===== src/rtl/spi_byte_master.sv =====
// Single-byte SPI master: shifts one byte out on MOSI/SCLK and captures one
// byte from MISO per transaction. CPOL, CPHA and bit order are latched with
// start so upstream may change them freely while a byte is in flight.
module spi_byte_master #(
  parameter int CLK_DIV = 4
) (
  input  logic       clk,
  input  logic       rst,
  input  logic       start,
  input  logic [7:0] D_in,
  input  logic       CPOL,
  input  logic       CPHA,
  input  logic       MSBfirst,
  input  logic       MISO,
  output logic       busy,
  output logic       done,
  output logic [7:0] D_out,
  output logic       MOSI,
  output logic       SCLK
);

  // Half SCLK period in system clocks; the counter needs at least one bit
  // even when H is 1 (CLK_DIV of 2).
  localparam int H = CLK_DIV / 2;
  localparam int HC_W = (H > 1) ? $clog2(H) : 1;
  localparam logic [HC_W-1:0] HC_LAST = HC_W'(H - 1);

  localparam logic [1:0] ST_IDLE  = 2'd0;
  localparam logic [1:0] ST_SHIFT = 2'd1;
  localparam logic [1:0] ST_DONE  = 2'd2;

  logic [1:0]      state;
  logic [HC_W-1:0] hc;
  logic [3:0]      edge_cnt;
  logic [7:0]      tx_q;
  logic [7:0]      rx_q;
  logic            cpol_q;
  logic            cpha_q;
  logic            msb_q;

  logic            hc_wrap;
  logic            sample_now;
  logic            mosi_shift;
  logic [2:0]      tx_idx;
  logic [7:0]      rx_next;

  // Bit k of a byte in transmission order: k=0 is the first bit on the wire.
  function automatic logic bit_of(input logic [7:0] data_v,
                                  input logic       msb_v,
                                  input logic [2:0] idx);
    return msb_v ? data_v[3'd7 - idx] : data_v[idx];
  endfunction

  // Edge scheduling: the clock with hc at its last value toggles SCLK, and
  // in that same clock MISO is sampled and MOSI moves on as the mode dictates.
  // CPHA=0 samples on leading (even) edges and shifts on trailing edges 1..13;
  // CPHA=1 shifts on leading edges (bit k at edge 2k) and samples on trailing.
  always_comb begin
    hc_wrap    = (state == ST_SHIFT) && (hc == HC_LAST);
    sample_now = hc_wrap && (cpha_q ? edge_cnt[0] : ~edge_cnt[0]);
    if (cpha_q) begin
      mosi_shift = hc_wrap && ~edge_cnt[0];
      tx_idx     = edge_cnt[3:1];
    end else begin
      mosi_shift = hc_wrap && edge_cnt[0] && (edge_cnt != 4'd15);
      tx_idx     = edge_cnt[3:1] + 3'd1;
    end
    rx_next = rx_q;
    if (sample_now) begin
      if (msb_q) begin
        rx_next = {rx_q[6:0], MISO};
      end else begin
        rx_next = {MISO, rx_q[7:1]};
      end
    end
  end

  // Main sequencer: IDLE waits for start and tracks CPOL on SCLK, SHIFT runs
  // sixteen SCLK half-periods, DONE pulses done for a single clock.
  always_ff @(posedge clk) begin
    if (rst) begin
      state    <= ST_IDLE;
      hc       <= '0;
      edge_cnt <= '0;
      tx_q     <= '0;
      rx_q     <= '0;
      cpol_q   <= 1'b0;
      cpha_q   <= 1'b0;
      msb_q    <= 1'b0;
      busy     <= 1'b0;
      done     <= 1'b0;
      D_out    <= '0;
      MOSI     <= 1'b0;
      SCLK     <= 1'b0;
    end else begin
      case (state)
        ST_IDLE: begin
          SCLK <= CPOL;
          done <= 1'b0;
          if (start) begin
            tx_q     <= D_in;
            cpol_q   <= CPOL;
            cpha_q   <= CPHA;
            msb_q    <= MSBfirst;
            hc       <= '0;
            edge_cnt <= '0;
            rx_q     <= '0;
            busy     <= 1'b1;
            state    <= ST_SHIFT;
            if (!CPHA) begin
              MOSI <= bit_of(D_in, MSBfirst, 3'd0);
            end
          end
        end

        ST_SHIFT: begin
          rx_q <= rx_next;
          if (hc_wrap) begin
            hc       <= '0;
            SCLK     <= ~SCLK;
            edge_cnt <= edge_cnt + 4'd1;
            if (mosi_shift) begin
              MOSI <= bit_of(tx_q, msb_q, tx_idx);
            end
            if (edge_cnt == 4'd15) begin
              state <= ST_DONE;
              done  <= 1'b1;
              D_out <= rx_next;
            end
          end else begin
            hc <= hc + 1'b1;
          end
        end

        ST_DONE: begin
          done  <= 1'b0;
          busy  <= 1'b0;
          state <= ST_IDLE;
        end

        default: begin
          state <= ST_IDLE;
          busy  <= 1'b0;
          done  <= 1'b0;
        end
      endcase
    end
  end

endmodule


===== config.mk =====
export PLATFORM = sky130hd
export DESIGN_NAME = spi_byte_master
export DESIGN_NICKNAME = d
export VERILOG_FILES = /design/src/rtl/spi_byte_master.sv
export SDC_FILE = /design/constraint.sdc
export NUM_CORES = 1
export LEC_CHECK = 0
export ABC_AREA = 0
export CORE_MARGIN = 5
export CORE_UTILIZATION = 35
export DETAILED_ROUTE_END_ITERATION = 8
export HOLD_SLACK_MARGIN = 0.05
export PLACE_DENSITY = 0.56
export SKIP_CTS_REPAIR_TIMING = 1
export SYNTH_ARGS = -nofsm -noshare
export SYNTH_HDL_FRONTEND = slang
export SYNTH_SLANG_ARGS = --single-unit

===== constraint.sdc =====
create_clock -name clk -period 3.2 [get_ports clk]
set_input_delay 0.48 -clock clk [delete_from_list [all_inputs] [get_ports clk]]
set_output_delay 0.48 -clock clk [all_outputs]
set_load 0.005 [all_outputs]

==> results by group <==
Outcome
  • Outcome: finished clean

Power
  • Lkg Pwr: around 0.77 nW
  • Combinational share of power: about a tenth
  • Max rail drop VDD: roughly 0.21 mV
  • Clock share of power: 41.7%
  • Switching Fraction: around a quarter
  • Part of the power in registers: 48.5%
  • Power density over the cells: between 400 and 500 nW/um2
  • Switching power: around 240 uW
  • Int Power: a little under 800 uW

Yosys
  • Synth area leader: dfxtp_1
  • Synth warn: 0
  • Yosys cell types: ~40
  • Register area share after synthesis: around two fifths
  • Primary FF master, synth: dfxtp_1
  • Post-Syn Instances: 242
  • Ranking of synthesized cells by area: dfxtp_1, nand2_1, a21oi_1, mux2i_1, nand3_1
  • Syn_nets: between 200 and 300
  • Ys async rst share: 0%
  • Yosys top cell area share: about two fifths
  • #FFs+latches synth: 37
  • Synthesized area: 1920 um2
  • Post-synth EDFFs: 0
  • Syn avg cell area: 7.93 um2

Clock network
  • CTS buffer count: 5
  • Max Root-Sink Buffers: 2
  • Sink Count: 37
  • Worst-Skew Late Latency: slightly below 300 ps
  • Clock tree from TritonCTS: built
  • Root Buffer: clkbuf_8
  • Clock transition at path regs: ~80 ps
  • CTS H-Tree Depth: 2

Routing
  • Post-DR wirelength/cell: 13.8 um
  • DR pass1 iterations: 4
  • Number of routed nets with antenna violations: 0
  • Routed vias: 1704
  • Final wirelength: around 4600 um
  • # DRC: 0
  • Via-to-Cell Ratio: roughly 5
  • DR iter-0 viols: between 100 and 150

Die
  • Total core area: 5410 um2
  • Top Ports: 27
  • Die X: 84.0 um
  • Placement Rows: 27
  • Die area: a little over 7000 um2
  • Initial Util: 35.5%
  • Die Y-Extent: ~84 um

STA
  • Clk_skew: about 4.9 ps
  • Fin. max-slew vios: 0
  • Worst-Margin Slew: between 700 and 800 ps
  • Hold Slack: 456 ps
  • Final Hold Fails: 0
  • Setup total negative slack: 0 ps
  • RSZ-0062 raised after global routing: false
  • Fmax: roughly 480 MHz
  • Fin crit period: roughly 2100 ps
  • Slew headroom: about half
  • Crit share post-route: around 65%
  • Setup violations, final: 0

Finish
  • Fillcell total: between 500 and 600
  • Final Instance Count excl. Fillers: approximately 330
  • Final net count: approximately 280
  • Final Util: around 43%
  • Antenna diodes: 0
  • Area grow syn2layout: 20.9%
  • Most frequent cells in the layout: nand2_1, dfxtp_1, a21oi_1
  • Post-route cell area: between 2000 and 2500 um2
  • Commonest non-fill, non-tap cell in the layout: nand2_1
  • Layout cells sized above 1: 6.49%

Global routing
  • Vias in the first global route: ~1.6k
  • GRT Total Usage: ~14%
  • First-pass GRT wire length: approximately 7800 um
  • Gr ovfl total: 0
  • Antenna violations before repair: 0
  • Largest net degree at the start of global routing: 20

Place
  • Dpl hpwl: ~3200 um
  • GPL Wtd Cong: about 0.88
  • Port Buffers: 26
  • Placed cells: ~330
  • Cell area after placement: around 2200 um2

Critical path
  • Reg-to-reg slack, setup: roughly 1100 ps
  • Crit-path max FO: 12
  • Crit path launch type: flop
  • Critical Path Sink Type: flop
  • Worst Path Required: approximately 3400 ps
  • Setup Crit Path Kind: reg2reg
  • Worst Path Arrival: ~2300 ps

Hold path
  • Hold Path Class: reg2reg

Flow run
  • MaxCap Viol Count: 0
-- area by class of cell --
type                    instances  area, um2  share of cell area, %
multi-input cells             184       1070                   46.3
flip-flops and latches         37        741                   31.9
repair buffers                 29        283                   12.2
well taps                      72       90.1                   3.88
clock buffers                   7       86.3                   3.72
clock inverters                 1       30.0                   1.29
inverters                       4       15.0                  0.647
-- worst max-delay path, cell delays in order, from the launching register on --
cell and delay, ps:
dfxtp_1 710, ha_1 380, nand2b_1 110, o22ai_1 90
a221oi_1 250, mux2i_1 120, o211ai_1 200, a31oi_1 110
-- cells by family after synthesis --
kind of cell | after synthesis | synth area share (%)
AND/OR/NAND/NOR | 101 | 23.4
adder cells (fa/ha/maj) | 2 | 1.30
AO/OA/AOI/OAI | 57 | 18.2
multiplexers | 19 | 10.8
buffers and inverters | 21 | 5.35
flip-flops | 37 | 38.6
XOR/XNOR | 5 | 2.28
-- per-stage QoR --
step           setup slack (ps)  power [mW]
2_1_floorplan              1580       0.559
3_3_place_gp               1250       0.600
3_5_place_dp               1150       0.600
4_1_cts                    1120        1.02
5_1_grt                     929        1.05
6_report                   1110        1.01
-- sequential cells by signal (all words and copies together), names as in the netlist, 2 cells and up --
name and flops:
rx_q 8, D_out 8, tx_q 8, state 2, edge_cnt 4
-- final timing paths --
kind,cells past startpoint,startpoint,endpoint
min reg2reg,2,D_out[1],D_out[1]
max reg2reg,7,edge_cnt[1],MOSI
min,2,D_out[1],D_out[1]
max,7,edge_cnt[1],MOSI
-- synth_stat cells (3+ instances only) --
master    instances
buf_4             3
nand2_1          57
o21ai_0           9
nor2_1           12
mux2i_1          14
mux2_4            3
inv_1             4
a21oi_1          29
a22oi_1           3
nor3_1            5
xnor2_1           3
dfxtp_1          37
clkbuf_1          7
nand3_1          11
nor2b_1           3
buf_2             4
nand2b_1          4
-- routing by layer --
layer	routed length, um	up-vias	track usage (%)
met1	2240	802	17.3
met3	110	6	3.16
met5	0	-	0
met2	2220	22	22.5
met4	60	0	4.24
li1	-	874	-
-- power groups by stage --
stage          Combinational [mW]  Clock [mW]  Sequential, mW
2_1_floorplan              0.0696           0           0.490
3_3_place_gp               0.0998           0           0.500
3_5_place_dp               0.0999           0           0.500
4_1_cts                     0.100       0.435           0.489
5_1_grt                     0.111       0.452           0.491
6_report                   0.0993       0.421           0.489
Note: power is estimated with default switching activity, not from simulation.
